$ cat config.mk
export PLATFORM = sky130hd
export DESIGN_NAME = jtdd_prom_we_ctrl
export DESIGN_NICKNAME = d
export VERILOG_FILES = /design/src/rtl/jtdd_prom_we_ctrl.sv
export SDC_FILE = /design/constraint.sdc
export NUM_CORES = 1
export LEC_CHECK = 0
export BUFFER_PORTS_ARGS = -buffer_cell sky130_fd_sc_hd__clkbuf_2
export CAP_MARGIN = 5
export CORE_UTILIZATION = 51
export CTS_CLUSTER_DIAMETER = 200
export DETAILED_ROUTE_END_ITERATION = 8
export GPL_TIMING_DRIVEN = 0
export PLACE_DENSITY = 0.8
export SLEW_MARGIN = 0
export SYNTH_ARGS = -nofsm -noshare
export SYNTH_HDL_FRONTEND = slang
export SYNTH_SLANG_ARGS = --single-unit
$ cat constraint.sdc
create_clock -name clk -period 0.9 [get_ports clk]
set_input_delay 0.09 -clock clk [delete_from_list [all_inputs] [get_ports clk]]
set_output_delay 0.09 -clock clk [all_outputs]
set_load 0.1 [all_outputs]
$ cat src/rtl/jtdd_prom_we_ctrl.sv
// ROM download router for Double Dragon: turns the ioctl byte stream into
// SDRAM byte-lane writes (linear and plane-interleaved regions) and one-hot BRAM strobes.
module jtdd_prom_we_ctrl #(
  parameter logic [21:0] BANK_ADDR  = 22'h00000,
  parameter logic [21:0] MAIN_ADDR  = 22'h20000,
  parameter logic [21:0] SND_ADDR   = 22'h28000,
  parameter logic [21:0] ADPCM_0    = 22'h30000,
  parameter logic [21:0] ADPCM_1    = 22'h40000,
  parameter logic [21:0] CHAR_ADDR  = 22'h50000,
  parameter logic [21:0] SCRZW_ADDR = 22'h60000,
  parameter logic [21:0] SCRXY_ADDR = 22'h80000,
  parameter logic [21:0] OBJWZ_ADDR = 22'hA0000,
  parameter logic [21:0] OBJXY_ADDR = 22'hE0000,
  parameter logic [21:0] MCU_ADDR   = 22'h120000,
  parameter logic [21:0] PROM_ADDR  = 22'h124000,
  parameter int          PROM_W     = 4
) (
  input  logic              clk,
  input  logic              rst_n,
  input  logic              downloading,
  input  logic [21:0]       ioctl_addr,
  input  logic [7:0]        ioctl_data,
  input  logic              ioctl_wr,
  output logic [21:0]       prog_addr,
  output logic [7:0]        prog_data,
  output logic [1:0]        prog_mask,
  output logic              prog_we,
  output logic [PROM_W-1:0] prom_we
);

  // A misordered linear layout blanks the linear ROMs instead of scrambling them.
  localparam logic LAYOUT_OK = (BANK_ADDR <= MAIN_ADDR) && (MAIN_ADDR <= SND_ADDR) &&
                               (SND_ADDR <= ADPCM_0) && (ADPCM_0 <= ADPCM_1) &&
                               (ADPCM_1 <= CHAR_ADDR) && (CHAR_ADDR <= SCRZW_ADDR);
  localparam logic [21:0] SCR_BASE = SCRZW_ADDR >> 1;
  localparam logic [21:0] OBJ_BASE = OBJWZ_ADDR >> 1;
  localparam logic [21:0] PROM_N   = 22'(PROM_W);

  logic              accept, upd, we_nxt;
  logic [21:0]       a, prom_off, prom_k, addr_nxt;
  logic [1:0]        mask_nxt;
  logic [PROM_W-1:0] prom_nxt;

  assign a        = ioctl_addr;
  assign accept   = ioctl_wr && downloading;
  assign prom_off = a - PROM_ADDR;
  assign prom_k   = (prom_off >> 8) + 22'd1;

  always_comb begin
    upd      = 1'b0;
    we_nxt   = 1'b0;
    prom_nxt = '0;
    addr_nxt = '0;
    mask_nxt = 2'b11;
    if (accept) begin
      if (a < SCRZW_ADDR) begin
        upd      = LAYOUT_OK;
        we_nxt   = LAYOUT_OK;
        addr_nxt = a >> 1;
        mask_nxt = a[0] ? 2'b01 : 2'b10;
      end else if (a < OBJWZ_ADDR) begin
        upd    = 1'b1;
        we_nxt = 1'b1;
        if (a < SCRXY_ADDR) begin
          addr_nxt = SCR_BASE + (a - SCRZW_ADDR);
          mask_nxt = 2'b10;
        end else begin
          addr_nxt = SCR_BASE + (a - SCRXY_ADDR);
          mask_nxt = 2'b01;
        end
      end else if (a < MCU_ADDR) begin
        upd    = 1'b1;
        we_nxt = 1'b1;
        if (a < OBJXY_ADDR) begin
          addr_nxt = OBJ_BASE + (a - OBJWZ_ADDR);
          mask_nxt = 2'b10;
        end else begin
          addr_nxt = OBJ_BASE + (a - OBJXY_ADDR);
          mask_nxt = 2'b01;
        end
      end else if (a < PROM_ADDR) begin
        upd         = 1'b1;
        addr_nxt    = a - MCU_ADDR;
        prom_nxt[0] = 1'b1;
      end else if (prom_k < PROM_N) begin
        // bytes past the last PROM fall through with no strobe
        upd      = 1'b1;
        addr_nxt = {14'd0, prom_off[7:0]};
        for (int i = 1; i < PROM_W; i++) prom_nxt[i] = (prom_k == 22'(i));
      end
    end
  end

  always_ff @(posedge clk or negedge rst_n) begin
    if (!rst_n) begin
      prog_addr <= '0;
      prog_data <= '0;
      prog_mask <= 2'b11;
      prog_we   <= 1'b0;
      prom_we   <= '0;
    end else begin
      prog_we <= we_nxt;
      prom_we <= prom_nxt;
      if (upd) begin
        prog_addr <= addr_nxt;
        prog_data <= ioctl_data;
        prog_mask <= mask_nxt;
      end
    end
  end

endmodule

==> results.md, run 1 <==
* Status: stopped before the end
* Step where the flow halted: 5_1_grt
* Err: [ERROR GRT-0232] Routing congestion too high. Check the congestion heatmap in the GUI.
* Chip height at 69.0 um
* CTS root buf: clkbuf_8
* Top FF cell, synth: dfrtp_1
* Largest cells by area after synthesis: dfrtp_1, mux2_4, ha_1, a22o_1, mux2i_1
* # rows at 23
* Net count after synthesis at 245
* Initial core utilization at 0.552
* FF+latch count, synth at 37
* PortBufs at 69
* Die Wd at 69.0 um
* GPL Wtd Cong at 0.892
* DP HPWL at 4110 um
* Clock Sinks at 37
* GR repair worst EP: prog_addr[21]$_DFFE_PN0P_/D
* GR Overflow Total at 86
* Largest net degree at the start of global routing at 38
* Total global-route track usage at 0.772
* Share of the synthesized area in the top cell type at 0.383
* Ys async rst share at 1.00
* Mapped Cells at 202
* Top Ports at 71
* H-tree depth at 2
* Seq/Total Area, Yosys at 0.406
* EDFF count, synth at 0
* Yosys cell types at 54
* Syn. warnings at 0
* Worst End Pin Type: register input
* Placement Setup Slack at -1.38 ns
* Synth area leader: dfrtp_1
* Syn Area/Cell at 11.3 um2
* CTS max path bufs at 2
* Num CTS Buffers at 5
* Synthesized cell area at 2290 um2
metal layers:
layer / GRT overflow / global-route usage
met4: 49 / 0.946
met3: 0 / 0.513
met5: 0 / 0.0625
met2: 37 / 0.978
met1: 0 / 0.748
cell families after synthesis:
kind of cell | count (synthesis) | share of synthesized area
simple gates | 54 | 0.141
compound gates | 52 | 0.173
fa+ha+maj | 9 | 0.0493
buf+inv | 19 | 0.0531
flops | 37 | 0.406
mux | 28 | 0.166
xor+xnor | 3 | 0.0115
stage by stage:
step | hold WS [ns] | cell area, um2 | std cells | TNS (ns) | utilization
floorplan | -0.206 | 2390 | 202 | -31.66 | -
global placement | 0.243 | 2790 | 321 | -43.72 | 0.674
detailed placement | 0.256 | 2790 | 321 | -46.68 | 0.674
CTS | -0.0557 | 3920 | 352 | -32.39 | 0.946
synthesized netlist by cell type (all sizes together), types with 2 or more instances:
master    n
a21boi    3
nor2     10
mux2i     6
nand2b    2
nor4      3
o32ai     4
mux2     22
nor3b     2
nand3     8
a211o     2
inv       6
nand2     8
a22o      8
buf      10
o211ai    3
nor2b     3
a31oi     3
ha        9
clkbuf    3
dfstp     2
xor2      2
o21ai    10
o22ai     2
dfrtp    35
a21oi     8
or3       2
nor3      6
a2111oi   2
repair_timing:
item	CTS
setup buffers	22
gates resized for setup	134
endpoints found under the hold margin	35
pin swaps	9
setup endpoints to repair	73
cloned	1
==> run 2: changes to the inputs <==
Settings changed: CORE_UTILIZATION 51 to 40, CTS_CLUSTER_DIAMETER 200 to unset, PLACE_DENSITY 0.8 to unset, PLACE_DENSITY_LB_ADDON set to 0.15.
==> run 2 against run 1 <==
The flow now finishes, with violations (negative hold slack, negative setup slack); synthesized cell count stayed put; area after synthesis is the same.
==> results.md, run 2 <==
* Status: complete, but fails checks
* Failing checks: negative hold slack, negative setup slack
* Cells along the critical path: clkbuf_16, inv_4, ha_4, nand4bb_1, a211o_1, a211o_2, nand2b_4, nand2_8, buf_12, mux2_4
* GRT Max-Usage Layer: met2
* FF+latch count, synth at 37
* M1 GR Usage at 0.292
* CTS root buf: clkbuf_8
* Synth area leader: dfrtp_1
* Tmin final at 1.76 ns
* Largest net degree at the start of global routing at 38
* Yosys cell types at 54
* DP HPWL at 3890 um
* Worst hold margin at -0.0769 ns
* PortBufs at 69
* Area delta synth->final at 84.3%
* Via count at 2158
* Detailed Routing Iterations Pass 1 at 4
* Clock Power Share at 0.142
* Setup WS post-layout at -0.859 ns
* Clock Sinks at 37
* CP max stage delay at 0.34 ns
* # rows at 27
* Tcrit/Tclk final at 1.95
* Die Wd at 77.6 um
* Critical path depth at 10
* Max Freq at 569 MHz
* Tightest Pin Transition at 0.922 ns
* Sw Ratio at 0.441
* Worst path arrival time at 1.93 ns
* Worst-Skew Late Latency at 0.29 ns
* Setup Viol. Count Final at 73
* Setup TNS at -31.95 ns
* PD cells at 1870 nW/um2
* Total global-route track usage at 0.232
* Ys async rst share at 1.00
* Syn Area/Cell at 11.3 um2
* Req. time, crit path at 1.07 ns
* Antenna Violating Nets Remaining at 0
* Fraction of final layout cells sized beyond drive strength 1 at 0.685
* Most frequent cells in the layout: buf_4, clkbuf_16, clkbuf_2
* First-pass GRT wire length at 10900 um
* Endpoints failing hold at 35
* Kind of critical path: primary input to flop
* Met2 Use GR at 0.409
* Net count after synthesis at 245
* NetSw at 3.48 mW
* Critical path fanouts, max at 10
* Max reg flops at 22
* CTS max path bufs at 2
* DR vias/cell at 5.55
* Internal Power at 4.40 mW
* Top-count cell post-synth: dfrtp_1
* Largest cells by area after synthesis: dfrtp_1, mux2_4, ha_1, a22o_1, mux2i_1
* Residual DRC at 0
* H-tree depth at 2
* Chip height at 77.6 um
* Biggest register: prog_addr
* Slew headroom at 0.385
* Initial antenna violation count at 0
* Vias in the first global route at 2071
* Skew final at 0 ns
* Mapped Cells at 202
* # fillers at 312
* Sequential share of power at 0.286
* HP Class: primary input to asynchronous set/reset pin
* Leakage at 1.87 nW
* R2R depth at 2
* DIE AREA at 6020 um2
* ANT cells at 0
* Routed wire per std cell at 19.5 um
* Crit path launch type: primary input
* EDFF count, synth at 0
* Top Ports at 71
* Biggest regs: prog_addr x22, prog_data x8, prom_we x4
* Max-cap violations at 0
* Share of the synthesized area in the top cell type at 0.383
* Synthesized cell area at 2290 um2
* Buffers and inverters on the worst path at 3
* RSZ-0062 raised after global routing: yes
* Nets at 359
* WL final at 7580 um
* Seq/Total Area, Yosys at 0.406
* Top FF cell, synth: dfrtp_1
* CTS clk-pin slew, worst paths at 0.07 ns
* Pins over their slew limit at 0
* Num CTS Buffers at 5
* CP Capture Type: flop
* Initial core utilization at 0.415
* Core area at 5510 um2
* Placed cell area at 2820 um2
* Top cells by count, synth: dfrtp_1, mux2_4, nor2_1, o21ai_0, ha_1
* Slowest cell on the critical path: a211o_2
* Grt met3 use at 0.0306
* Syn. warnings at 0
* Combinational power share at 0.572
* GR Overflow Total at 0
* Design Area, Final at 4210 um2
* CP delay by family, top: compound AO/OA/AOI/OAI gates
* CTS tree: built
* Initial drt markers at 105
* Peak VDD IR at 1.16 mV
* GPL Wtd Cong at 0.809
-- run 2: path summary, 6_finish.rpt --
kind	startpoint	to	slack, ns
setup / recovery	ioctl_addr[14]	prog_addr[7]$_DFFE_PN0P_	-0.86
hold / removal	rst_n	prog_addr[10]$_DFFE_PN0P_	-0.08
setup reg to reg	prog_data[2]$_DFFE_PN0P_	prog_data[2]$_DFFE_PN0P_	-0.06
hold reg to reg	prog_addr[18]$_DFFE_PN0P_	prog_addr[18]$_DFFE_PN0P_	0.56
max in group asynchronous	rst_n	prog_data[7]$_DFFE_PN0P_	0.34
min in group clk	ioctl_data[1]	prog_data[1]$_DFFE_PN0P_	0.04
-- run 2: cell families (layout without fill, tap and decap cells) --
kind of cell             after synthesis  count (layout)  synth area share
flip-flops                            37              37             0.406
XOR/XNOR                               3               3            0.0115
multiplexers                          28              28             0.166
adder cells (fa/ha/maj)                9               9            0.0493
buffers and inverters                 19             134            0.0531
AND/OR/NAND/NOR                       54              54             0.141
AO/OA/AOI/OAI                         52              52             0.173
-- run 2: power groups by stage --
stage / logic [mW] / clock network (mW) / registers (mW)
5_1_grt: 4.63 / 1.20 / 2.27
6_report: 4.51 / 1.12 / 2.25
3_3_place_gp: 2.99 / 0 / 2.12
3_5_place_dp: 3.00 / 0 / 2.13
4_1_cts: 4.09 / 1.14 / 2.20
2_1_floorplan: 0.617 / 0 / 3.99
-- run 2: per-stage QoR --
| step | std cells | setup slack [ns] | utilization | power [mW] |
|---|---|---|---|---|
| floorplan | 202 | -0.966 | - | 4.60 |
| global placement | 343 | -1.31 | 0.512 | 5.12 |
| detailed placement | 343 | -1.32 | 0.512 | 5.14 |
| CTS | 374 | -0.863 | 0.713 | 7.43 |
| global route | 389 | -0.912 | 0.765 | 8.10 |
| finish | 389 | -0.859 | 0.765 | 7.88 |
-- run 2: per-layer routing --
metal / vias to the layer above / wire length, um
met5: - / 0
met4: 0 / 147
met3: 10 / 320
met2: 81 / 4060
met1: 1082 / 3050
li1: 985 / -
-- run 2: area by class of cell --
class                           count  area (um2)  share of cell area
Timing Repair Buffer              108        1460               0.347
Multi-Input combinational cell    146        1460               0.346
Sequential cell                    37         967               0.230
Buffer                             12         108              0.0255
Tap cell                           72        90.1              0.0214
Clock buffer                        6        72.6              0.0172
Inverter                            6        46.3              0.0110
Clock inverter                      2        10.0             0.00238
-- run 2: what timing repair did --
item	in CTS	in global routing
cloned	1	1
setup buffers	22	16
gates resized for setup	132	60
pin swaps	9	16
endpoints found under the setup margin	73	74
hold endpoints to repair	35	0
-- run 2: worst reg2reg max path: cells and delay by family (launching register included) --
family                 cells  cell delay [ns]
DFF                        1             0.43
muxes                      1             0.27
buffers and inverters      1             0.15
(Power assumes the default switching activity.)
